==> config.mk <==
export PLATFORM = sky130hd
export DESIGN_NAME = seg7_scan_decoder_flat
export DESIGN_NICKNAME = d
export VERILOG_FILES = /design/src/rtl/seg7_pkg.sv /design/src/rtl/seg7_scan_decoder_if.sv /design/src/rtl/seg7_pattern_to_code.sv /design/src/rtl/seg7_scan_decoder.sv /design/src/flat_wrapper.sv
export SDC_FILE = /design/constraint.sdc
export NUM_CORES = 1
export LEC_CHECK = 0
export ABC_AREA = 0
export BUFFER_PORTS_ARGS = -buffer_cell sky130_fd_sc_hd__buf_2
export CAP_MARGIN = 20
export CELL_PAD_IN_SITES_DETAIL_PLACEMENT = 1
export CELL_PAD_IN_SITES_GLOBAL_PLACEMENT = 1
export CORE_MARGIN = 2
export CORE_UTILIZATION = 32
export DETAILED_ROUTE_END_ITERATION = 10
export GPL_TIMING_DRIVEN = 0
export PLACE_DENSITY_LB_ADDON = 0.1
export RECOVER_POWER = 100
export SETUP_SLACK_MARGIN = 0.4
export SLEW_MARGIN = 20
export SYNTH_ARGS = -nofsm -noshare
export SYNTH_HDL_FRONTEND = slang
export SYNTH_SLANG_ARGS = --single-unit
==> constraint.sdc <==
create_clock -name i_clk -period 2.77 [get_ports i_clk]
set_input_delay 0.1385 -clock i_clk [delete_from_list [all_inputs] [get_ports i_clk]]
set_output_delay 0.1385 -clock i_clk [all_outputs]
set_load 0.02 [all_outputs]
==> src/rtl/seg7_pkg.sv <==
`default_nettype none
// ---------------------------------------------------------------------------
// seg7_pkg : segment patterns, display codes and decoder FSM states
// Rev 1.0
// ---------------------------------------------------------------------------
package seg7_pkg;

  // Active-high patterns, bit 6 = segment a ... bit 0 = segment g
  localparam logic [6:0] SEG_OFF = 7'b0000000;
  localparam logic [6:0] SEG_Y   = 7'b0110011;
  localparam logic [6:0] SEG_S   = 7'b1011011;
  localparam logic [6:0] SEG_G   = 7'b1011111;
  localparam logic [6:0] SEG_A   = 7'b1110111;
  localparam logic [6:0] SEG_E   = 7'b1001111;
  localparam logic [6:0] SEG_F   = 7'b1000111;
  localparam logic [6:0] SEG_P   = 7'b1100111;

  localparam logic [3:0] CODE_OFF = 4'd0;
  localparam logic [3:0] CODE_Y   = 4'd4;
  localparam logic [3:0] CODE_S   = 4'd5;
  localparam logic [3:0] CODE_G   = 4'd6;
  localparam logic [3:0] CODE_A   = 4'd10;
  localparam logic [3:0] CODE_E   = 4'd14;
  localparam logic [3:0] CODE_F   = 4'd15;
  localparam logic [3:0] CODE_P   = 4'd1;

  typedef enum logic [1:0] {
    ST_IDLE   = 2'd0,
    ST_SETTLE = 2'd1,
    ST_HELD   = 2'd2
  } state_t;

endpackage
`default_nettype wire

==> src/rtl/seg7_scan_decoder_if.sv <==
`default_nettype none
// ---------------------------------------------------------------------------
// seg7_scan_decoder_if : multiplexed segment bus plus decoded results
// Rev 1.0
// ---------------------------------------------------------------------------
interface seg7_scan_decoder_if #(
  parameter int NUM_DIGITS = 4
);
  localparam int IDX_W = (NUM_DIGITS > 1) ? $clog2(NUM_DIGITS) : 1;

  logic                    i_a, i_b, i_c, i_d, i_e, i_f, i_g;
  logic [NUM_DIGITS-1:0]   i_dig;
  logic                    i_clr_err;
  logic [4*NUM_DIGITS-1:0] o_code;
  logic [NUM_DIGITS-1:0]   o_valid;
  logic                    o_update;
  logic [IDX_W-1:0]        o_upd_idx;
  logic                    o_err_pattern;
  logic                    o_err_multi;

  modport master (
    output i_a, i_b, i_c, i_d, i_e, i_f, i_g, i_dig, i_clr_err,
    input  o_code, o_valid, o_update, o_upd_idx, o_err_pattern, o_err_multi
  );

  modport slave (
    input  i_a, i_b, i_c, i_d, i_e, i_f, i_g, i_dig, i_clr_err,
    output o_code, o_valid, o_update, o_upd_idx, o_err_pattern, o_err_multi
  );

endinterface
`default_nettype wire

==> src/rtl/seg7_pattern_to_code.sv <==
`default_nettype none
// ---------------------------------------------------------------------------
// seg7_pattern_to_code : active-high segment pattern -> {recognised, code}
// Rev 1.0
// ---------------------------------------------------------------------------
module seg7_pattern_to_code
  import seg7_pkg::*;
(
  input  logic [6:0] seg_i,
  output logic [4:0] match_o
);

  always_comb begin
    match_o = 5'b0_0000;
    case (seg_i)
      SEG_OFF: match_o = {1'b1, CODE_OFF};
      SEG_Y:   match_o = {1'b1, CODE_Y};
      SEG_S:   match_o = {1'b1, CODE_S};
      SEG_G:   match_o = {1'b1, CODE_G};
      SEG_A:   match_o = {1'b1, CODE_A};
      SEG_E:   match_o = {1'b1, CODE_E};
      SEG_F:   match_o = {1'b1, CODE_F};
      SEG_P:   match_o = {1'b1, CODE_P};
      default: match_o = 5'b0_0000;
    endcase
  end

endmodule
`default_nettype wire

==> src/rtl/seg7_scan_decoder.sv <==
`default_nettype none
// ---------------------------------------------------------------------------
// seg7_scan_decoder : samples a scanned 7-segment bus and recovers per-digit codes
// Rev 1.0
// ---------------------------------------------------------------------------
module seg7_scan_decoder
  import seg7_pkg::*;
#(
  parameter int NUM_DIGITS           = 4,
  parameter int COMMON_ANODE_CATHODE = 0,
  parameter int DIG_ACTIVE_LOW       = 1,
  parameter int STABLE_CYCLES        = 4
) (
  input  logic              i_clk,
  input  logic              i_rst,
  seg7_scan_decoder_if.slave bus
);

  localparam int         IDX_W      = (NUM_DIGITS > 1) ? $clog2(NUM_DIGITS) : 1;
  localparam int         W          = 7 + NUM_DIGITS;
  localparam logic       SEG_IDLE   = (COMMON_ANODE_CATHODE != 0) ? 1'b0 : 1'b1;
  localparam logic       DIG_IDLE   = (DIG_ACTIVE_LOW != 0) ? 1'b1 : 1'b0;
  localparam logic [W-1:0] RAW_IDLE = {{7{SEG_IDLE}}, {NUM_DIGITS{DIG_IDLE}}};
  localparam logic [7:0] STABLE_MAX = 8'(STABLE_CYCLES);

  logic [W-1:0]            raw;
  logic [W-1:0]            sync1_q, sync2_q;
  logic [6:0]              seg_n;
  logic [NUM_DIGITS-1:0]   sel_n;
  logic [W-1:0]            sample, prev_q;
  logic                    changed;
  logic [7:0]              cnt_q, cnt_d;
  state_t                  state_q, state_d;
  int                      n_sel;
  logic [IDX_W-1:0]        sel_idx;
  logic                    one_hot, multi;
  logic                    commit, multi_evt;
  logic [4:0]              match;
  logic [4*NUM_DIGITS-1:0] code_q;
  logic [NUM_DIGITS-1:0]   valid_q;
  logic                    update_q;
  logic [IDX_W-1:0]        upd_idx_q;
  logic                    err_pattern_q, err_multi_q;

  assign raw = {bus.i_a, bus.i_b, bus.i_c, bus.i_d, bus.i_e, bus.i_f, bus.i_g, bus.i_dig};

  // Synchronisers idle at the inactive bus level so reset release looks like "nothing shown"
  always_ff @(posedge i_clk or posedge i_rst) begin
    if (i_rst) begin
      sync1_q <= RAW_IDLE;
      sync2_q <= RAW_IDLE;
    end else begin
      sync1_q <= raw;
      sync2_q <= sync1_q;
    end
  end

  assign seg_n   = (COMMON_ANODE_CATHODE != 0) ? sync2_q[W-1 -: 7] : ~sync2_q[W-1 -: 7];
  assign sel_n   = (DIG_ACTIVE_LOW != 0) ? ~sync2_q[NUM_DIGITS-1:0] : sync2_q[NUM_DIGITS-1:0];
  assign sample  = {seg_n, sel_n};
  assign changed = (sample != prev_q);

  always_comb begin
    cnt_d = cnt_q;
    if (changed)
      cnt_d = 8'd1;
    else if (cnt_q >= STABLE_MAX)
      cnt_d = STABLE_MAX;
    else
      cnt_d = cnt_q + 8'd1;
  end

  always_comb begin
    n_sel   = 0;
    sel_idx = '0;
    for (int n = 0; n < NUM_DIGITS; n++) begin
      if (sel_n[n]) begin
        n_sel   = n_sel + 1;
        sel_idx = IDX_W'(n);
      end
    end
  end

  assign one_hot = (n_sel == 1);
  assign multi   = (n_sel > 1);

  seg7_pattern_to_code u_lookup (
    .seg_i   (seg_n),
    .match_o (match)
  );

  // Decisions use the next count so a commit lands on the edge the count saturates
  always_comb begin
    state_d   = state_q;
    commit    = 1'b0;
    multi_evt = 1'b0;
    case (state_q)
      ST_IDLE: begin
        if (n_sel != 0)
          state_d = ST_SETTLE;
      end
      ST_SETTLE: begin
        if (cnt_d == STABLE_MAX) begin
          if (one_hot) begin
            commit  = 1'b1;
            state_d = ST_HELD;
          end else if (multi) begin
            multi_evt = 1'b1;
            state_d   = ST_HELD;
          end else begin
            state_d = ST_IDLE;
          end
        end
      end
      ST_HELD: begin
        if (changed)
          state_d = one_hot ? ST_SETTLE : ST_IDLE;
      end
      default: state_d = ST_IDLE;
    endcase
  end

  always_ff @(posedge i_clk or posedge i_rst) begin
    if (i_rst) begin
      state_q <= ST_IDLE;
      cnt_q   <= 8'd0;
      prev_q  <= '0;
    end else begin
      state_q <= state_d;
      cnt_q   <= cnt_d;
      prev_q  <= sample;
    end
  end

  always_ff @(posedge i_clk or posedge i_rst) begin
    if (i_rst) begin
      code_q        <= '0;
      valid_q       <= '0;
      update_q      <= 1'b0;
      upd_idx_q     <= '0;
      err_pattern_q <= 1'b0;
      err_multi_q   <= 1'b0;
    end else begin
      update_q <= commit;
      if (commit)
        upd_idx_q <= sel_idx;
      for (int n = 0; n < NUM_DIGITS; n++) begin
        if (commit && sel_n[n]) begin
          if (match[4])
            code_q[4*n +: 4] <= match[3:0];
          valid_q[n] <= match[4];
        end
      end
      // A new error event takes priority over a coincident clear
      if (commit && !match[4])
        err_pattern_q <= 1'b1;
      else if (bus.i_clr_err)
        err_pattern_q <= 1'b0;
      if (multi_evt)
        err_multi_q <= 1'b1;
      else if (bus.i_clr_err)
        err_multi_q <= 1'b0;
    end
  end

  assign bus.o_code        = code_q;
  assign bus.o_valid       = valid_q;
  assign bus.o_update      = update_q;
  assign bus.o_upd_idx     = upd_idx_q;
  assign bus.o_err_pattern = err_pattern_q;
  assign bus.o_err_multi   = err_multi_q;

endmodule
`default_nettype wire

==> src/flat_wrapper.sv <==
// flat-port wrapper written by rule: the top's interface ports become plain ports
module seg7_scan_decoder_flat import seg7_pkg::*;
#(
  parameter int NUM_DIGITS           = 4,
  parameter int COMMON_ANODE_CATHODE = 0,
  parameter int DIG_ACTIVE_LOW       = 1,
  parameter int STABLE_CYCLES        = 4
)
  (i_clk, i_rst, bus_i_a, bus_i_b, bus_i_c, bus_i_d, bus_i_e, bus_i_f, bus_i_g, bus_i_dig, bus_i_clr_err, bus_o_code, bus_o_valid, bus_o_update, bus_o_upd_idx, bus_o_err_pattern, bus_o_err_multi);
  seg7_scan_decoder_if #(.NUM_DIGITS(NUM_DIGITS)) bus_i ();
  input  logic i_clk;
  input  logic i_rst;
  input wire logic [$bits(bus_i.i_a)-1:0] bus_i_a;
  input wire logic [$bits(bus_i.i_b)-1:0] bus_i_b;
  input wire logic [$bits(bus_i.i_c)-1:0] bus_i_c;
  input wire logic [$bits(bus_i.i_d)-1:0] bus_i_d;
  input wire logic [$bits(bus_i.i_e)-1:0] bus_i_e;
  input wire logic [$bits(bus_i.i_f)-1:0] bus_i_f;
  input wire logic [$bits(bus_i.i_g)-1:0] bus_i_g;
  input wire logic [$bits(bus_i.i_dig)-1:0] bus_i_dig;
  input wire logic [$bits(bus_i.i_clr_err)-1:0] bus_i_clr_err;
  output wire logic [$bits(bus_i.o_code)-1:0] bus_o_code;
  output wire logic [$bits(bus_i.o_valid)-1:0] bus_o_valid;
  output wire logic [$bits(bus_i.o_update)-1:0] bus_o_update;
  output wire logic [$bits(bus_i.o_upd_idx)-1:0] bus_o_upd_idx;
  output wire logic [$bits(bus_i.o_err_pattern)-1:0] bus_o_err_pattern;
  output wire logic [$bits(bus_i.o_err_multi)-1:0] bus_o_err_multi;
  assign bus_i.i_a = bus_i_a;
  assign bus_i.i_b = bus_i_b;
  assign bus_i.i_c = bus_i_c;
  assign bus_i.i_d = bus_i_d;
  assign bus_i.i_e = bus_i_e;
  assign bus_i.i_f = bus_i_f;
  assign bus_i.i_g = bus_i_g;
  assign bus_i.i_dig = bus_i_dig;
  assign bus_i.i_clr_err = bus_i_clr_err;
  assign bus_o_code = bus_i.o_code;
  assign bus_o_valid = bus_i.o_valid;
  assign bus_o_update = bus_i.o_update;
  assign bus_o_upd_idx = bus_i.o_upd_idx;
  assign bus_o_err_pattern = bus_i.o_err_pattern;
  assign bus_o_err_multi = bus_i.o_err_multi;
  seg7_scan_decoder #(.NUM_DIGITS(NUM_DIGITS), .COMMON_ANODE_CATHODE(COMMON_ANODE_CATHODE), .DIG_ACTIVE_LOW(DIG_ACTIVE_LOW), .STABLE_CYCLES(STABLE_CYCLES)) u_core (.i_clk(i_clk), .i_rst(i_rst), .bus(bus_i));
endmodule
==> summary.txt, run 1 <==
Run status -> finished clean
I/O Pins -> 39
Syn_area_per_cell -> 12.92 um2
Hold Crit Class -> reg -> reg
Initial antenna violation count -> 0
Starting density of the core -> 32.47%
Slew HR -> 10.61%
First DRT Iteration DRCs -> 24
Utilization after layout -> 41.74%
Row count -> 34
Clock skew -> 0.01362 ns
Via density -> 4.610
Clock sinks -> 68
Cell Area, Placed -> 3206 um2
RSZ-0062 raised after global routing -> yes
Wire per inst -> 14.27 um
Drc violations -> 0
Synth area leaders -> dfrtp_1, dfstp_2, mux2i_1
YS warnings -> 0
All-layer global routing usage -> 13.35%
Antenna-violating nets left -> 0
H-tree Lvls -> 3
Part of the Yosys area used for sequential elements -> 61.97%
Critical Path Sink Type -> flop
DR vias -> 1,867
Layout cell share with drive strength beyond 1 -> 25.93%
Synth area leader -> dfrtp_1
Reg2reg path depth -> 9
Clock Latency Late Sink -> 0.35 ns
Setup Total Neg Slack -> 0 ns
CTS tree -> built
Routed WL -> 5778 um
R2R Path End -> u_core.bus.o_code[11]$_DFFE_PP0P_
Grt ovf -> 0
Final net count -> 312
Critical path launch point type -> flop
Hold path depth -> 0
MaxCap Viol Count -> 0
Total CTS buffers -> 9
Worst r2r src -> u_core.sync2_q[1]$_DFF_PP1_
Worst Max-Slew Pin Slew -> 1.334 ns
Leak -> 1.681 nW
Critical Path RT -> 2.99 ns
Crit path DAT -> 2.72 ns
DRT Pass-1 Iters -> 4
Final setup vio count -> 0
Peak supply drop -> 0.2280 mV
Worst setup path startpoint -> u_core.sync2_q[1]$_DFF_PP1_
Number of synthesized flops with an enable pin -> 0
Synthesis-to-finish area growth -> 28.57%
Synth Register Bits -> 68
Buffer and inverter count on the worst path -> 3
Fraction of registers with async set/reset -> 100.0%
Die extent in x -> 97.38 um
CP max stage cell -> dfstp_2
Slew Viols, Final -> 0
Clock Tree Buf Depth -> 2
Delay-heaviest family, CP -> compound AO/OA/AOI/OAI gates
Gp weighted congestion -> 0.7963
Yosys cell types -> 49
CP Depth -> 9
PwrDens -> 541.3 nW/um2
Final Cell Area -> 3587 um2
Worst-path cell chain -> inv_1 > ha_4 > buf_8 > nor2b_2 > a2bb2oi_1 > o211a_4 > nand4_4 > clkbuf_1 > mux2i_1
Endpoints failing hold -> 0
Syn Inst Count -> 216
Mapped Area -> 2790 um2
WS Path Type -> reg -> reg
Diode count -> 0
Ys flop type -> dfrtp_1
Total Power -> 0.001942 W
Max FO, Critical Path -> 8
Clock slew at reported path FFs -> 0.07 ns
Die Height -> 97.38 um
IO buf count -> 38
Largest net degree at the start of global routing -> 38
Final period util -> 90.15%
Vias in the first global route -> 2,000
Reg2reg setup slack -> 0.27 ns
Die footprint -> 9482 um2
Worst path max stage delay -> 0.54 ns
Post-DP HPWL -> 3820 um
First-pass GRT wire length -> 9949 um
Root buf cell -> clkbuf_8
Core box area -> 8593 um2
Yosys top cell area share -> 41.26%
Worst setup path endpoint -> u_core.bus.o_code[11]$_DFFE_PP0P_
Max frequency -> 0.4005 GHz
Fin crit period -> 2.497 ns
placed cells by master, fill, tap and decap left out, types with 2 or more instances in the layout:
master          n
nor4_1          2
buf_2          13
nand2_1         7
a31oi_1         2
clkinv_4        3
xor2_1         12
nor2b_2         2
dlygate4sd3_1  13
dfstp_1         5
nand3_1         5
buf_4           6
dfrtp_1        46
and3_1          4
conb_1          5
and3b_1         2
nor3_1          2
inv_1          30
o211a_4         2
clkbuf_8        9
ha_1            5
nand4_4         4
mux2_1          4
nand4_1         2
o21ai_0         9
o21a_1          2
inv_4           2
mux2i_1        13
clkbuf_1       30
dfstp_2        17
mux2_2          4
kinds of logic after synthesis:
family,count (synthesis),share of synthesized area [%]
XOR/XNOR,13,4.081
AND/OR/NAND/NOR,41,10.18
buffers and inverters,38,5.561
adder cells (fa/ha/maj),6,2.691
flip-flops,68,61.97
multiplexers,21,7.892
AO/OA/AOI/OAI,28,7.489
other,1,0.1344
final cells by class:
| type | count | area, um2 |
|---|---|---|
| buffer | 6 | 46.29 |
| sequential | 68 | 1729 |
| inverter | 32 | 123.9 |
| clock buffer | 10 | 127.6 |
| fill | 939 | 5006 |
| clock inverter | 6 | 48.80 |
| multi-input combinational | 115 | 1015 |
| tap | 108 | 135.1 |
| timing repair buffer | 60 | 361.6 |
Yosys cell counts, types with 2 or more instances:
cell / instances
nand3_1: 5
buf_2: 4
mux2_1: 4
dfstp_2: 22
o21a_1: 2
inv_1: 32
nor3_1: 3
ha_1: 6
nand4_2: 4
mux2i_1: 13
nor4_1: 2
o21ai_0: 9
dfrtp_1: 46
nand4_1: 2
and3_1: 4
xor2_1: 12
nor2b_1: 3
and3b_1: 2
a31oi_1: 2
nand2_1: 7
mux2_2: 4
worst min-delay path by stage:
stage / start / to / slack, ns
after detailed placement: i_rst / u_core.bus.o_code[6]$_DFFE_PP0P_ / 0.18
after CTS: i_rst / u_core.bus.o_code[5]$_DFFE_PP0P_ / 0.33
after floorplan: bus_i_dig[0] / u_core.sync1_q[0]$_DFF_PP1_ / 0.14
after global routing: u_core.sync1_q[7]$_DFF_PP1_ / u_core.sync2_q[7]$_DFF_PP1_ / 0.36
after global placement: bus_i_e / u_core.sync1_q[6]$_DFF_PP1_ / 0.24
final: u_core.sync1_q[1]$_DFF_PP1_ / u_core.sync2_q[1]$_DFF_PP1_ / 0.36
report_power, final:
group          total (W)  internal [W]  leakage (nW)  switching [W]
Sequential       0.00105       0.00103         0.824      0.0000162
Clock           0.000733      0.000333        0.0874       0.000400
Combinational   0.000160     0.0000662         0.770      0.0000938
Total            0.00194       0.00143          1.68       0.000510
worst register-to-register path: cells and delay by family (launching register included):
kind / cells / cell delay, ns
compound gates: 2 / 0.68
fa+ha+maj: 1 / 0.31
buf+inv: 3 / 0.45
flops: 1 / 0.54
mux: 1 / 0.14
simple gates: 2 / 0.27
per-layer routing:
layer / vias to the layer above / track usage [%] / wire (um)
li1: 877 / - / -
met1: 949 / 17.32 / 2674
met2: 31 / 20.74 / 2765
met3: 10 / 4.101 / 231
met4: 0 / 5.662 / 107
met5: - / 0 / 0
through the flow:
step,std cells,hold WS (ns),worst slack (ns)
6_report,405,0.3578,0.2729
2_1_floorplan,220,0.1430,0.3973
4_1_cts,404,0.3259,0.4148
3_3_place_gp,366,0.2429,0.01232
5_1_grt,405,0.3625,0.1740
3_5_place_dp,367,0.1782,0.1112
registers in the layout, indices dropped and copies added, names as in the netlist:
register,flops
u_core.sync1_q,11
u_core.cnt_q,8
u_core.sync2_q,11
u_core.bus.o_err_pattern,1
u_core.bus.o_code,16
u_core.prev_q,11
u_core.bus.o_upd_idx,2
u_core.bus.o_valid,4
u_core.bus.o_update,1
u_core.state_q,2
u_core.bus.o_err_multi,1
what timing repair did:
item                                    4_1_cts  5_1_grt
endpoints found under the setup margin       24       19
pin swaps                                     6        2
cloned                                        1        0
hold buffers                                 13        0
endpoints found under the hold margin        31        0
buffers inserted                              7        1
resized for setup                             8        7
Power figures use the tool's default switching activity.
==> run 2, diff against run 1 <==
--- a/config.mk
+++ b/config.mk
@@ -12,6 +12,7 @@
 export CELL_PAD_IN_SITES_GLOBAL_PLACEMENT = 1
 export CORE_MARGIN = 2
 export CORE_UTILIZATION = 32
+export CTS_BUF_LIST = sky130_fd_sc_hd__clkbuf_8
 export DETAILED_ROUTE_END_ITERATION = 10
 export GPL_TIMING_DRIVEN = 0
 export PLACE_DENSITY_LB_ADDON = 0.1
==> run 2 against run 1 <==
Clock power about the same. Routed wire length about the same. Clock skew increased by 0.0016 ns. Count of clock-buffer cells in the layout decreased by 1. Largest cell class unchanged.
==> summary.txt, run 2 (synthesized netlist as in run 1, its figures left out) <==
Cell Area, Placed -> 3206 um2 (unchanged)
Worst Max-Slew Pin Slew -> 1.334 ns (unchanged)
Run status -> finished clean (unchanged)
Sequential cell area -> 1729 um2 (unchanged)
Utilization after layout -> 41.74% (unchanged)
Total Power -> 0.001940 W (was 0.001942 W)
Setup Total Neg Slack -> 0 ns (unchanged)
First DRT Iteration DRCs -> 24 (unchanged)
Final period util -> 90.15% (unchanged)
Slew HR -> 10.61% (unchanged)
NetSw -> 0.0005119 W (was 0.0005103 W)
Clock sinks -> 68 (unchanged)
Drc violations -> 0 (unchanged)
All-layer global routing usage -> 13.35% (unchanged)
Commonest non-fill, non-tap cell in the layout -> dfrtp_1 (unchanged)
Reg power frac -> 54.1% (was 54.0%)
Worst path max stage delay -> 0.54 ns (about the same)
Initial antenna violation count -> 0 (unchanged)
CP Depth -> 9 (unchanged)
Clock skew -> 0.01521 ns (was 0.01362 ns)
Clock slew at reported path FFs -> 0.07 ns (about the same)
Reg2reg setup slack -> 0.27 ns (about the same)
Endpoints failing hold -> 0 (unchanged)
Critical path launch point type -> flop (unchanged)
Die footprint -> 9482 um2 (unchanged)
Most frequent cells in the layout -> dfrtp_1, inv_1, clkbuf_1, dfstp_2 (unchanged)
Slew Viols, Final -> 0 (unchanged)
Clock Tree Buf Depth -> 2 (unchanged)
Worst setup path startpoint -> u_core.sync2_q[1]$_DFF_PP1_ (unchanged)
Vias in the first global route -> 2,000 (unchanged)
Worst setup path endpoint -> u_core.bus.o_code[11]$_DFFE_PP0P_ (unchanged)
Routed WL -> 5779 um (was 5778 um)
Critical Path RT -> 2.99 ns (about the same)
Grt ovf -> 0 (unchanged)
Layout cell share with drive strength beyond 1 -> 25.93% (unchanged)
Die extent in x -> 97.38 um (unchanged)
Switching Share -> 26.39% (was 26.28%)
Final net count -> 312 (unchanged)
Post-DP HPWL -> 3820 um (unchanged)
WS Path Type -> reg -> reg (unchanged)
CTS tree -> built (unchanged)
Critical Path Sink Type -> flop (unchanged)
H-tree Lvls -> 3 (unchanged)
Buffer and inverter count on the worst path -> 3 (unchanged)
Via density -> 4.612 (was 4.610)
Fillers -> 939 (unchanged)
CP max stage cell -> dfstp_2 (unchanged)
Synthesis-to-finish area growth -> 28.57% (unchanged)
Reg2reg path depth -> 9 (unchanged)
Wire per inst -> 14.27 um (about the same)
Fraction of power consumed by combinational cells -> 8.3% (was 8.2%)
Clock Latency Late Sink -> 0.35 ns (about the same)
Largest register FFs -> 16 (unchanged)
Gp weighted congestion -> 0.7963 (unchanged)
RSZ-0062 raised after global routing -> yes (unchanged)
MaxCap Viol Count -> 0 (unchanged)
Multi-input combinational cell area -> 1015 um2 (unchanged)
I/O Pins -> 39 (unchanged)
Final Cell Area -> 3587 um2 (unchanged)
Total CTS buffers -> 9 (unchanged)
Delay-heaviest family, CP -> compound AO/OA/AOI/OAI gates (unchanged)
DRT Pass-1 Iters -> 4 (unchanged)
Pint -> 0.001428 W (was 0.001432 W)
Leak -> 1.685 nW (was 1.681 nW)
Largest net degree at the start of global routing -> 38 (unchanged)
R2R Path End -> u_core.bus.o_code[11]$_DFFE_PP0P_ (unchanged)
Root buf cell -> clkbuf_8 (unchanged)
Highest routed layer -> met4 (unchanged)
Peak supply drop -> 0.2280 mV (about the same)
Hold Crit Class -> reg -> reg (unchanged)
Antenna-violating nets left -> 0 (unchanged)
Fin crit period -> 2.497 ns (unchanged)
Final setup vio count -> 0 (unchanged)
Worst-path cell chain -> inv_1 > ha_4 > buf_8 > nor2b_2 > a2bb2oi_1 > o211a_4 > nand4_4 > clkbuf_1 > mux2i_1 (unchanged)
Core box area -> 8593 um2 (unchanged)
Diode count -> 0 (unchanged)
Starting density of the core -> 32.47% (unchanged)
Row count -> 34 (unchanged)
Worst r2r src -> u_core.sync2_q[1]$_DFF_PP1_ (unchanged)
Die Height -> 97.38 um (unchanged)
PwrDens -> 540.8 nW/um2 (was 541.3 nW/um2)
IO buf count -> 38 (unchanged)
Max FO, Critical Path -> 8 (unchanged)
First-pass GRT wire length -> 9949 um (unchanged)
Crit path DAT -> 2.72 ns (about the same)
Routed met1 length -> 2679 um (was 2674 um)
DR vias -> 1,868 (was 1,867)
Metal2 WL -> 2761 um (was 2765 um)
Routed wl met3 -> 231 um (unchanged)
Max frequency -> 0.4005 GHz (unchanged)
Clock power frac -> 37.7% (was 37.8%)
==> run 2: stage by stage <==
| step | setup slack [ns] | instances | hold slack, ns |
|---|---|---|---|
| floorplan | 0.3973 | 220 | 0.1430 |
| global placement | 0.01232 | 366 | 0.2429 |
| detailed placement | 0.1112 | 367 | 0.1782 |
| CTS | 0.4151 | 404 | 0.3255 |
| global route | 0.1742 | 405 | 0.3625 |
| finish | 0.2729 | 405 | 0.3578 |
==> run 2: cell type report <==
class / count / share of cell area (%)
well taps: 108 / 3.767
clock buffers: 9 / 3.453
inverters: 32 / 3.453
repair buffers: 60 / 10.08
multi-input cells: 115 / 28.29
clock inverters: 7 / 1.465
flip-flops and latches: 68 / 48.20
plain buffers: 6 / 1.291
==> run 2: per-layer routing <==
metal / vias to the layer above / GRT usage, %
met1: 950 / 17.32
li1: 877 / -
met5: - / 0
met2: 31 / 20.74
met4: 0 / 5.662
met3: 10 / 4.101
==> run 2: power groups by stage <==
stage / Sequential [W] / Combinational, W / Clock (W)
final: 0.00105 / 0.000160 / 0.000731
after global routing: 0.00105 / 0.000181 / 0.000799
after CTS: 0.00105 / 0.000164 / 0.000765
after detailed placement: 0.00107 / 0.000136 / 0
after global placement: 0.00107 / 0.000131 / 0
after floorplan: 0.00106 / 0.0000956 / 0
==> run 2: repair_timing <==
action / in CTS / in global routing
setup buffers: 7 / 1
hold buffers: 13 / 0
pin swaps: 6 / 2
endpoints found under the hold margin: 31 / 0
gates cloned: 1 / 0
setup endpoints to repair: 24 / 19
resized for setup: 8 / 7
==> run 2: worst min path at each step <==
stage / startpoint / end / depth (start not counted)
CTS: i_rst / u_core.bus.o_code[5]$_DFFE_PP0P_ / 3
global route: u_core.sync1_q[7]$_DFF_PP1_ / u_core.sync2_q[7]$_DFF_PP1_ / 0
detailed placement: i_rst / u_core.bus.o_code[6]$_DFFE_PP0P_ / 2
finish: u_core.sync1_q[1]$_DFF_PP1_ / u_core.sync2_q[1]$_DFF_PP1_ / 0
floorplan: bus_i_dig[0] / u_core.sync1_q[0]$_DFF_PP1_ / 0
global placement: bus_i_e / u_core.sync1_q[6]$_DFF_PP1_ / 1
==> run 2: worst reg2reg max path: stages, from the launching register on <==
cell and delay (ns):
dfstp_2 0.54, inv_1 0.13, ha_4 0.31, buf_8 0.11, nor2b_2 0.16, a2bb2oi_1 0.39, o211a_4 0.29, nand4_4 0.11
clkbuf_1 0.21, mux2i_1 0.14
==> run 3, diff against run 2 <==
--- a/config.mk
+++ b/config.mk
@@ -5,7 +5,7 @@
 export SDC_FILE = /design/constraint.sdc
 export NUM_CORES = 1
 export LEC_CHECK = 0
-export ABC_AREA = 0
+export ABC_AREA = 1
 export BUFFER_PORTS_ARGS = -buffer_cell sky130_fd_sc_hd__buf_2
 export CAP_MARGIN = 20
 export CELL_PAD_IN_SITES_DETAIL_PLACEMENT = 1
==> run 3 against run 2 <==
Critical path depth up 4. Die area rose by 11%. Largest cell class unchanged. Final cell count increased by 37%. First-iteration DRC count grew to 2.7 times the previous value. Count of clock-buffer cells in the layout rose by 1. Critical endpoint is now u_core.bus.o_code[0]$_DFFE_PP0P_.
==> summary.txt, run 3 <==
Run status -> finished clean (unchanged)
CTS tree -> built (unchanged)
Setup Total Neg Slack -> 0 ns (unchanged)
Diode count -> 0 (unchanged)
Final net count -> 439 (was 312)
Root buf cell -> clkbuf_8 (unchanged)
Crit path DAT -> 2.58 ns (was 2.72 ns)
Clock Tree Buf Depth -> 2 (unchanged)
R2R Path End -> u_core.bus.o_code[0]$_DFFE_PP0P_ (was u_core.bus.o_code[11]$_DFFE_PP0P_)
IO buf count -> 38 (unchanged)
Core box area -> 9328 um2 (was 8593 um2)
Part of the Yosys area used for sequential elements -> 55.73% (was 61.97%)
CP max stage cell -> dfstp_1 (was dfstp_2)
Via density -> 4.465 (was 4.612)
Total CTS buffers -> 9 (unchanged)
Worst hold start -> u_core.sync1_q[1]$_DFF_PP1_ (unchanged)
Critical Path Sink Type -> flop (unchanged)
CP Depth -> 13 (was 9)
Largest net degree at the start of global routing -> 43 (was 38)
Peak supply drop -> 0.2942 mV (was 0.2280 mV)
Die Height -> 102.5 um (was 97.38 um)
Delay-heaviest family, CP -> simple AND/OR/NAND/NOR gates (was compound AO/OA/AOI/OAI gates)
Routed WL -> 7482 um (was 5779 um)
Slew HR -> 20.59% (was 10.61%)
Initial antenna violation count -> 0 (unchanged)
Post-Place Cells -> 514 (was 367)
Synth Register Bits -> 68 (unchanged)
Cell Area, Placed -> 3492 um2 (was 3206 um2)
Wire per inst -> 13.53 um (was 14.27 um)
Die extent in x -> 102.5 um (was 97.38 um)
H-tree Lvls -> 3 (unchanged)
Hold Crit Class -> reg -> reg (unchanged)
Switching Share -> 25.51% (was 26.39%)
Yosys cell types -> 32 (was 49)
Starting density of the core -> 33.27% (was 32.47%)
Antenna-violating nets left -> 0 (unchanged)
MaxCap Viol Count -> 0 (unchanged)
Fin crit period -> 2.356 ns (was 2.497 ns)
Final Non-Filler Cells -> 553 (was 405)
Synth area leaders -> dfrtp_1, dfstp_2, nand2_1 (was dfrtp_1, dfstp_2, mux2i_1)
Clock slew at reported path FFs -> 0.08 ns (was 0.07 ns)
Max frequency -> 0.4244 GHz (was 0.4005 GHz)
Drc violations -> 0 (unchanged)
Syn_area_per_cell -> 9.073 um2 (was 12.92 um2)
Ys flop type -> dfrtp_1 (unchanged)
DRT Pass-1 Iters -> 3 (was 4)
RSZ-0062 raised after global routing -> yes (unchanged)
Layout cell share with drive strength beyond 1 -> 22.17% (was 25.93%)
WS Path Type -> reg -> reg (unchanged)
Clock skew -> 0.01429 ns (was 0.01521 ns)
Mapped Area -> 3103 um2 (was 2790 um2)
Commonest non-fill, non-tap cell in the layout -> nand2_1 (was dfrtp_1)
Slew Viols, Final -> 0 (unchanged)
Leak -> 1.962 nW (was 1.685 nW)
Buffer and inverter count on the worst path -> 3 (unchanged)
First DRT Iteration DRCs -> 64 (was 24)
Final period util -> 85.07% (was 90.15%)
Pint -> 0.001652 W (was 0.001428 W)
I/O Pins -> 39 (unchanged)
YS warnings -> 0 (unchanged)
Fraction of registers with async set/reset -> 100.0% (unchanged)
Endpoints failing hold -> 0 (unchanged)
Die footprint -> 10,500 um2 (was 9482 um2)
Row count -> 35 (was 34)
Vias in the first global route -> 2,678 (was 2,000)
Gp weighted congestion -> 0.7865 (was 0.7963)
Leading cell types by count after synthesis -> nand2_1, dfrtp_1, inv_1 (was dfrtp_1, inv_1, dfstp_2)
Largest register FFs -> 16 (unchanged)
Clock power frac -> 43.2% (was 37.7%)
Worst Max-Slew Pin Slew -> 1.185 ns (was 1.334 ns)
Syn Inst Count -> 342 (was 216)
Reg power frac -> 47.5% (was 54.1%)
Clock sinks -> 68 (unchanged)
Critical Path RT -> 3.00 ns (was 2.99 ns)
Number of synthesized flops with an enable pin -> 0 (unchanged)
Critical path launch point type -> flop (unchanged)
Worst path max stage delay -> 0.59 ns (was 0.54 ns)
Fraction of power consumed by combinational cells -> 9.3% (was 8.3%)
First-pass GRT wire length -> 12,920 um (was 9949 um)
Reg2reg path depth -> 13 (was 9)
Clock Latency Late Sink -> 0.35 ns (about the same)
Worst-path cell chain -> inv_4 > ha_4 > inv_2 > nand2_2 > nand2_4 > nand2_4 > a21oi_4 > nand3_4 > nor2_8 > buf_4 > nand4_1 > nand2_1 > nand2_1 (was inv_1 > ha_4 > buf_8 > nor2b_2 > a2bb2oi_1 > o211a_4 > nand4_4 > clkbuf_1 > mux2i_1)
Most frequent cells in the layout -> nand2_1, dfrtp_1, inv_1, nor2_1, clkbuf_1 (was dfrtp_1, inv_1, clkbuf_1, dfstp_2)
Reg2reg setup slack -> 0.41 ns (was 0.27 ns)
Hold path depth -> 0 (unchanged)
Final setup vio count -> 0 (unchanged)
Cell with the most instances after synthesis -> nand2_1 (was dfrtp_1)
All-layer global routing usage -> 16.18% (was 13.35%)
Final Cell Area -> 3931 um2 (was 3587 um2)
Yosys top cell area share -> 37.10% (was 41.26%)
NetSw -> 0.0005658 W (was 0.0005119 W)
Hold path endpoint -> u_core.sync2_q[1]$_DFF_PP1_ (unchanged)
Synthesis-to-finish area growth -> 26.69% (was 28.57%)
Max FO, Critical Path -> 7 (was 8)
Post-DP HPWL -> 5384 um (was 3820 um)
DR vias -> 2,469 (was 1,868)
PwrDens -> 564.1 nW/um2 (was 540.8 nW/um2)
Worst r2r src -> u_core.sync2_q[0]$_DFF_PP1_ (was u_core.sync2_q[1]$_DFF_PP1_)
Synth area leader -> dfrtp_1 (unchanged)
Grt ovf -> 0 (unchanged)
-- run 3: changes by cell type after synthesis, sizes merged, moves of 3 or more --
cell / change
nand2: +103
nand4: +10
nand3: +29
nor2: +36
xor2: -10
nor4: -3
inv: +12
mux2i: -13
nor2b: -3
and3: -4
mux2: -8
-- run 3: area by class of cell --
type                    instances  area [um2]
clock buffers                  10       137.6
fillers                      1124        5396
repair buffers                 62       369.1
inverters                      45       175.2
plain buffers                   4       21.27
multi-input cells             229        1245
well taps                     129       161.4
flip-flops and latches         68        1729
clock inverters                 6       92.59
-- run 3: per-layer routing --
layer | vias to the layer above | GRT usage (%) | wire length [um]
met5 | - | 0 | 0
met4 | 0 | 4.615 | 74
met3 | 7 | 3.557 | 190
met2 | 29 | 26.70 | 3776
met1 | 1211 | 21.48 | 3439
li1 | 1222 | - | -
-- run 3: logic make-up (layout without fill, tap and decap cells) --
group | count (synthesis) | after routing | synth area share [%]
compound gates | 12 | 12 | 2.419
xor+xnor | 4 | 4 | 1.129
fa+ha+maj | 6 | 6 | 2.419
buf+inv | 49 | 127 | 6.169
flops | 68 | 68 | 55.73
other cells | 1 | 5 | 0.1209
simple gates | 202 | 202 | 32.02
-- run 3: power by group through the flow --
stage	registers (W)	clock network (W)	logic, W
after global placement	0.00108	0	0.000166
after global routing	0.00106	0.00104	0.000236
final	0.00105	0.000957	0.000207
after CTS	0.00106	0.000995	0.000193
after detailed placement	0.00108	0	0.000174
after floorplan	0.00107	0	0.000126
-- run 3: worst max path at each step --
stage	endpoint	slack [ns]	from
after floorplan	u_core.bus.o_valid[3]$_DFFE_PP0P_	0.60	u_core.sync2_q[0]$_DFF_PP1_
after global placement	u_core.bus.o_err_pattern$_DFFE_PP0P_	0.06	i_rst
after detailed placement	u_core.bus.o_code[13]$_DFFE_PP0P_	0.32	u_core.sync2_q[0]$_DFF_PP1_
after CTS	u_core.bus.o_code[12]$_DFFE_PP0P_	0.41	u_core.sync2_q[1]$_DFF_PP1_
after global routing	u_core.bus.o_code[2]$_DFFE_PP0P_	0.18	u_core.sync2_q[1]$_DFF_PP1_
final	u_core.bus.o_code[0]$_DFFE_PP0P_	0.41	u_core.sync2_q[0]$_DFF_PP1_
-- run 3: through the flow --
stage,worst slack (ns),hold slack (ns),power [W],utilization (%)
floorplan,0.6009,0.1430,0.001197,-
global placement,0.05592,0.2430,0.001242,37.20
detailed placement,0.3172,0.1468,0.001252,37.44
CTS,0.4136,0.3080,0.002245,41.46
global route,0.1778,0.3531,0.002331,42.15
finish,0.4137,0.3587,0.002218,42.15
-- run 3: timing repair --
action / in CTS / in global routing
pin swaps: 0 / 9
hold buffers: 13 / 0
buffers inserted: 2 / 8
resized for setup: 0 / 19
endpoints found under the hold margin: 30 / 0
endpoints found under the setup margin: 22 / 22
